===== src/rtl/envelope_shaper.sv =====
// ADSR amplitude envelope: steps a 16-bit level at a fixed tick rate and
// scales the incoming 8-bit sample by the level's upper byte.
module envelope_shaper #(
    parameter int unsigned TICK_DIV      = 100000,
    parameter logic [15:0] ATTACK_STEP   = 16'h0100,
    parameter logic [15:0] DECAY_STEP    = 16'h0080,
    parameter logic [7:0]  SUSTAIN_LEVEL = 8'hA0,
    parameter logic [15:0] RELEASE_STEP  = 16'h0040
) (
    input  logic       clk,
    input  logic       rst_n,
    input  logic       gate,
    input  logic [7:0] value_in,
    output logic [7:0] value_out,
    output logic [7:0] env_level,
    output logic       busy
);

    localparam int unsigned    CNT_W          = $clog2(TICK_DIV);
    localparam logic [CNT_W-1:0] TICK_LAST    = CNT_W'(TICK_DIV - 1);
    localparam logic [15:0]    SUSTAIN_TARGET = {SUSTAIN_LEVEL, 8'h00};

    typedef enum logic [2:0] {
        IDLE    = 3'd0,
        ATTACK  = 3'd1,
        DECAY   = 3'd2,
        SUSTAIN = 3'd3,
        RELEASE = 3'd4
    } state_t;

    state_t           state_q, state_d;
    logic [15:0]      level_q, level_d;
    logic [CNT_W-1:0] tick_cnt_q, tick_cnt_d;
    logic             gate_meta_q, gate_meta_d;
    logic             gate_sync_q, gate_sync_d;
    logic             gate_prev_q, gate_prev_d;
    logic [7:0]       value_out_q, value_out_d;
    logic [7:0]       env_level_q, env_level_d;
    logic             busy_q, busy_d;

    logic             tick;
    logic             gate_rise;
    logic             gate_fall;
    logic [16:0]      attack_sum;
    logic [16:0]      decay_diff;
    logic [8:0]       gain_p1;
    logic [16:0]      product;

    // Gate synchroniser and free-running tick counter.
    always_comb begin
        gate_meta_d = gate;
        gate_sync_d = gate_meta_q;
        gate_prev_d = gate_sync_q;
        gate_rise   = gate_sync_q & ~gate_prev_q;
        gate_fall   = ~gate_sync_q & gate_prev_q;
        tick        = (tick_cnt_q == TICK_LAST);
        tick_cnt_d  = tick ? '0 : tick_cnt_q + CNT_W'(1);
    end

    // Envelope state machine; gate edges take priority over a tick step.
    always_comb begin
        state_d    = state_q;
        level_d    = level_q;
        attack_sum = {1'b0, level_q} + {1'b0, ATTACK_STEP};
        decay_diff = {1'b0, level_q} - {1'b0, DECAY_STEP};

        if (gate_rise) begin
            state_d = ATTACK;
        end else if (gate_fall) begin
            if (state_q == ATTACK || state_q == DECAY || state_q == SUSTAIN) begin
                state_d = RELEASE;
            end
        end else if (tick) begin
            case (state_q)
                ATTACK: begin
                    if (attack_sum >= 17'h0FFFF) begin
                        level_d = 16'hFFFF;
                        state_d = DECAY;
                    end else begin
                        level_d = attack_sum[15:0];
                    end
                end
                DECAY: begin
                    // Negative difference means the step overshot zero; clamp as well.
                    if (decay_diff[16] || (decay_diff[15:0] <= SUSTAIN_TARGET)) begin
                        level_d = SUSTAIN_TARGET;
                        state_d = SUSTAIN;
                    end else begin
                        level_d = decay_diff[15:0];
                    end
                end
                SUSTAIN: begin
                    level_d = level_q;
                end
                RELEASE: begin
                    if (level_q <= RELEASE_STEP) begin
                        level_d = '0;
                        state_d = IDLE;
                    end else begin
                        level_d = level_q - RELEASE_STEP;
                    end
                end
                IDLE: begin
                    level_d = '0;
                end
                default: begin
                    level_d = '0;
                    state_d = IDLE;
                end
            endcase
        end
    end

    // Output scaling uses g+1 so that full level passes the sample unchanged.
    always_comb begin
        gain_p1     = {1'b0, level_q[15:8]} + 9'd1;
        product     = {9'd0, value_in} * {8'd0, gain_p1};
        value_out_d = (level_q == 16'd0) ? 8'd0 : product[15:8];
        env_level_d = level_d[15:8];
        busy_d      = (state_d != IDLE);
    end

    always_ff @(posedge clk or negedge rst_n) begin
        if (!rst_n) begin
            state_q     <= IDLE;
            level_q     <= '0;
            tick_cnt_q  <= '0;
            gate_meta_q <= 1'b0;
            gate_sync_q <= 1'b0;
            gate_prev_q <= 1'b0;
            value_out_q <= '0;
            env_level_q <= '0;
            busy_q      <= 1'b0;
        end else begin
            state_q     <= state_d;
            level_q     <= level_d;
            tick_cnt_q  <= tick_cnt_d;
            gate_meta_q <= gate_meta_d;
            gate_sync_q <= gate_sync_d;
            gate_prev_q <= gate_prev_d;
            value_out_q <= value_out_d;
            env_level_q <= env_level_d;
            busy_q      <= busy_d;
        end
    end

    assign value_out = value_out_q;
    assign env_level = env_level_q;
    assign busy      = busy_q;

endmodule


===== config.mk =====
export PLATFORM = sky130hd
export DESIGN_NAME = envelope_shaper
export DESIGN_NICKNAME = d
export VERILOG_FILES = /design/src/rtl/envelope_shaper.sv
export SDC_FILE = /design/constraint.sdc
export NUM_CORES = 1
export LEC_CHECK = 0
export ABC_CLOCK_PERIOD_IN_PS = 7300
export BUFFER_PORTS_ARGS = -buffer_cell sky130_fd_sc_hd__clkbuf_2
export CAP_MARGIN = 5
export CORE_UTILIZATION = 45
export CTS_CLUSTER_DIAMETER = 150
export DETAILED_ROUTE_END_ITERATION = 12
export SETUP_SLACK_MARGIN = 0.02
export SLEW_MARGIN = 40
export SYNTH_ARGS = -nofsm -noshare
export SYNTH_HDL_FRONTEND = slang
export SYNTH_SLANG_ARGS = --single-unit

===== constraint.sdc =====
create_clock -name clk -period 7.3 [get_ports clk]
set_input_delay 0.73 -clock clk [delete_from_list [all_inputs] [get_ports clk]]
set_output_delay 0.73 -clock clk [all_outputs]
set_load 0.01 [all_outputs]

Word-level counts from Yosys, hierarchy flattened

Cells that the tools add are included.

$add $sub $neg: 5
$mul: 1
$lt $le $gt $ge: 3
Equal/unequal tests: 5
Multiplexer cells: 14
Bitwise logic cells: 7
Reduce and logical (&&, ||, !) cells: 8

Operator list:

| operator                                               | count |
|---|---|
| case mux 16 bit (4 select lines)                       | 1 |
| two-way mux 16 bit                                     | 3 |
| two-way mux 3 bit                                      | 7 |
| adder 16 x 9 -> 17 bit (second input constant)         | 1 |
| adder 17 x 1 -> 17 bit (second input constant)         | 1 |
| equality test 17 bit (second input constant)           | 1 |
| >= comparator 17 x 16 -> 1 bit (second input constant) | 1 |
| two-way mux 17 bit                                     | 1 |
| subtractor 16 x 8 -> 17 bit (second input constant)    | 1 |
| <= comparator 16 bit (second input constant)           | 1 |
| <= comparator 16 x 7 -> 1 bit (second input constant)  | 1 |
| zero test 16 bit                                       | 1 |
| multiplier 8 x 9 -> 16 bit                             | 1 |
| subtractor 16 x 7 -> 16 bit (second input constant)    | 1 |
| case mux 3 bit (4 select lines)                        | 1 |
| adder 8 x 1 -> 9 bit (second input constant)           | 1 |
| two-way mux 8 bit                                      | 1 |
| equality test 3 x 2 -> 1 bit (second input constant)   | 2 |
| NOT 1 bit                                              | 5 |
| AND reduction 4 bit                                    | 1 |
| equality test 3 x 1 -> 1 bit (second input constant)   | 1 |
| equality test 3 bit (second input constant)            | 1 |
| zero test 3 bit                                        | 1 |
| logical OR 1 bit                                       | 3 |
| 3 further kinds                                        | 4 |

Register bits after elaboration: 48
Input bits: 11
Output and inout port bits: 17
Logic and storage cells: 52

Logic depth before layout (Yosys ltp)

Depth after elaboration: 9
Gate-level depth with buffers: 20
Depth with buffers taken out: 18

Worst setup path before layout

OpenSTA, ideal clock, no wires.

Kind: reg2reg
Start point: register level_q[8]
End point: register value_out_q[7], in the netlist value_out[7]
Arrival: 5.218 ns
Data required time: 7.221 ns
Slack: 2.002 ns
Stages on the path, launching flop included: 18
Cells stage by stage: dfrtp_1 > clkbuf_1 > inv_1 > ha_1 > and2_1 > fa_1 > fa_1 > fa_1 > inv_1 > fa_1 > inv_1 > ha_1 > and2_1 > a221oi_1 > o21a_1 > a21oi_1 > o41ai_1 > mux2i_1

Word-level cells in the longest chain between the ends: 3
Elaborated cells between the ends (all ways): 4
Classes of those cells: add/sub: 1; mul: 1; mux: 1; reduce/logical: 1

RTL lines:

| what                       | line | text |
|---|---|---|
| from (decl)                | 32   | `logic [15:0] level_q, level_d;` |
| from (signal assigned)     | 136  | `level_q <= level_d;` |
| adder 8 x 1 -> 9 bit       | 116  | `gain_p1 = {1'b0, level_q[15:8]} + 9'd1;` |
| multiplier 8 x 9 -> 16 bit | 117  | `product = {9'd0, value_in} * {8'd0, gain_p1};` |
| two-way mux 8 bit *        | 118  | `value_out_d = (level_q == 16'd0) ? 8'd0 : product[15:8];` |
| net value_out_d[7]         | 37   | `logic [7:0] value_out_q, value_out_d;` |
| to (signal assigned)       | 141  | `value_out_q <= value_out_d;` |
| to (decl)                  | 37   |  |

The timed path passes the listed nets; every way through them passes the cells marked *.
A chain may end at the register's enable or synchronous reset.

Worst setup path in the final report

Ends and elaborated chain as after synthesis.

==> metrics.md <==
| Metric | Value |
|---|---|
| Initial Utilization | 0.469 |
| Layout cell share with drive strength beyond 1 | 0.0903 |
| Clock skew | roughly 0.015 ns |
| Worst min path class | reg -> reg |
| Clock slew seen by the registers of the worst setup and hold paths | roughly 0.090 ns |
| Final Hold Fails | 0 |
| WL per Instance | approximately 16 µm |
| Post-Synthesis Cells | between 500 and 600 |
| N_diodes | 0 |
| Num CTS Buffers | 5 |
| First-pass GRT wire length | 19000 µm |
| Post-detail-place hpwl | between 8000 and 9000 µm |
| First-pass iteration count of the detailed router | 4 |
| Vias per cell | 5.62 |
| Setup Total Neg Slack | 0 ns |
| Rows | 37 |
| Root Buffer | clkbuf_8 |
| Die H | roughly 110 µm |
| CP Class | reg -> reg |
| Placed cell count | between 600 and 700 |
| EDFF count, synth | 0 |
| Hold slack | 0.362 ns |
| Drt drc | 0 |
| Top cell type by total area after synthesis | dfrtp_1 |
| CTS Sinks | 43 |
| Postcts setup bufs | 0 |
| Pwr dens | 84.3 mW/mm² |
| Critical path data arrival time | a little over 6 ns |
| Crit path time final | about 5.8 ns |
| Vias in the first global route | 3910 |
| Area of the mapped netlist | between 0.004 and 0.005 mm² |
| DIE WIDTH | approximately 110 µm |
| Fin cells | 701 |
| CTS tree | built |
| Max Slew Vio Count | 0 |
| Syn nets | ~640 |
| Initial DRC count | roughly 190 |
| Fin worst setup slack | 1.48 ns |
| Total power draw | 0.443 mW |
| Grt ovf | 0 |
| Core Util, Final | 0.505 |
| Final Cycle Share | 0.798 |
| Antenna violations before repair | 0 |
| Dominant synthesized flop cell | dfrtp_1 |
| Post-CTS sizing | 0 |
| Count of cell types in the netlist | 63 |
| Cts hold-fix bufs | 0 |
| Antenna Nets Post-Route | 0 |
| Post-synth ARST share | 1.00 |
| Largest net degree at the start of global routing | 44 |
| Drt total wl | 11200 µm |
| DP Worst Slack | between 1 and 1.5 ns |
| Top cell type's share of synthesized area | 0.220 |
| Setup crit end kind | register |
| Nets | roughly 660 |
| Setup-failing EPs final | 0 |
| Commonest cells post-synth | inv_1, ha_1, dfrtp_1 |
| Via count | slightly below 4000 |
| Status | finished clean |
| Synth area leaders | dfrtp_1, fa_1, ha_1 |
| Post-synthesis register bit count | 43 |
| Max Cap Violations | 0 |
| Most numerous cell in the Yosys netlist | inv_1 |
| Routability cong. | ~0.89 |
| Fmax | 172 MHz |
| Max FO, Critical Path | 15 |
| Worst vdd ir | 0.0969 mV |
| # port buffers | 27 |
| GRT Resource Usage Total | 0.214 |
| Post-route cell area | between 0.005 and 0.006 mm² |
| Slew headroom | 0.578 |
| # IOs | 28 |
| Area after DPL | roughly 0.0052 mm² |
| Worst slew pin tran | about 0.63 ns |
| Die area | roughly 0.011 mm² |
| CP startpoint kind | register |
| Lkg Pwr | about 2.6 nW |
| CTS H-tree lvls | 2 |
| Worst skew pair latency | about 0.31 ns |
| Mean Syn Cell Area | approximately 9 µm² |
| Sequential share of the synthesized area | 0.220 |
| Core area | 0.0104 mm² |
| Longest Clk Path Bufs | 2 |
| RSZ-0062 raised after global routing | false |
| Yosys warns | 0 |
| CP required | approximately 7.5 ns |
| FF-to-FF setup slack | around 1.5 ns |
| Area grow syn2layout | 7.71% |
| Fill count | ~1000 |
[cell usage in the layout, fill, tap and decap left out, drive strengths merged, types with 2 or more instances in the layout]
cell | synthesis | final
dfrtp | 43 | 43
o31ai | 4 | 4
inv | 56 | 56
o22ai | 4 | 4
o21a | 7 | 7
and3 | 4 | 4
ha | 46 | 46
nor2 | 26 | 26
clkbuf | 11 | 34
o211ai | 9 | 9
fa | 40 | 40
a31oi | 8 | 8
nand3 | 18 | 18
nor4 | 4 | 4
o21bai | 4 | 4
o21ai | 15 | 15
a221oi | 2 | 2
nor2b | 37 | 37
nor3 | 19 | 19
xor2 | 13 | 13
a22o | 4 | 4
xnor2 | 19 | 19
nand4 | 7 | 7
nand2b | 10 | 10
a21oi | 17 | 17
and2 | 27 | 27
mux2i | 3 | 3
or4 | 6 | 6
a21o | 5 | 5
or2 | 3 | 3
buf | 4 | 5
a32o | 2 | 2
nand2 | 35 | 35
or3 | 5 | 5
and4b | 3 | 3
[power breakdown]
part	switching, mW	internal, mW	leakage [nW]
clock network	0.0840	0.0673	0.0422
registers	0.00530	0.241	0.573
logic	0.0289	0.0166	1.98
[state kept, by name (all words and copies together) (netlist names)]
register	cells
busy	1
level_q	11
gate_prev_d	1
state_q	3
gate_meta_q	1
value_out	8
gate_prev_q	1
tick_cnt_q	17
[per-layer routing]
layer  wire length, µm  global-route usage
met2              5440               0.367
met1              5160               0.281
met4               172              0.0675
met5                 0                   0
met3               410              0.0258
[area by class of cell]
type	instances	area [µm²]	share of cell area
multi-input cells	426	3550	0.675
flip-flops and latches	43	1080	0.205
inverters	56	210	0.0400
repair buffers	32	173	0.0328
well taps	136	170	0.0324
clock buffers	7	76.3	0.0145
clock inverters	1	5.00	0.000952
[critical path: stages (launching register included)]
cell	delay [ns]
dfrtp_1	0.63
ha_1	0.38
nand2_1	0.15
o21a_1	0.23
nor2_1	0.36
nor2b_1	0.12
fa_1	0.55
fa_1	0.44
fa_1	0.54
inv_1	0.05
fa_1	0.52
inv_1	0.04
ha_1	0.32
and2_1	0.16
a221oi_1	0.26
o21a_1	0.28
a21oi_1	0.15
o41ai_1	0.32
mux2i_1	0.22
[logic make-up (layout without fill, tap and decap cells)]
| group | count (synthesis) | count (layout) | synth area share |
|---|---|---|---|
| AOI/OAI and AO/OA | 96 | 96 | 0.138 |
| xor gates and xnor gates | 32 | 32 | 0.0574 |
| adders and majority gates | 86 | 86 | 0.282 |
| buffers and inverters | 71 | 96 | 0.0561 |
| DFF | 43 | 43 | 0.220 |
| muxes | 3 | 3 | 0.00615 |
| and+or+nand+nor | 209 | 209 | 0.240 |
[path summary, 6_finish.rpt]
| kind | cells after the start | to | from |
|---|---|---|---|
| max in group asynchronous | 2 | level_q[13]$_DFFE_PN0P_ | rst_n |
| hold reg to reg | 0 | gate_prev_d$_DFF_PN0_ | gate_meta_q$_DFF_PN0_ |
| setup / recovery | 18 | value_out[7]$_DFF_PN0_ | level_q[8]$_DFFE_PN0P_ |
| min in group asynchronous | 2 | tick_cnt_q[4]$_DFF_PN0_ | rst_n |
| setup reg to reg | 18 | value_out[7]$_DFF_PN0_ | level_q[8]$_DFFE_PN0P_ |
| hold / removal | 0 | gate_prev_d$_DFF_PN0_ | gate_meta_q$_DFF_PN0_ |
Power figures use the tool's default switching activity.
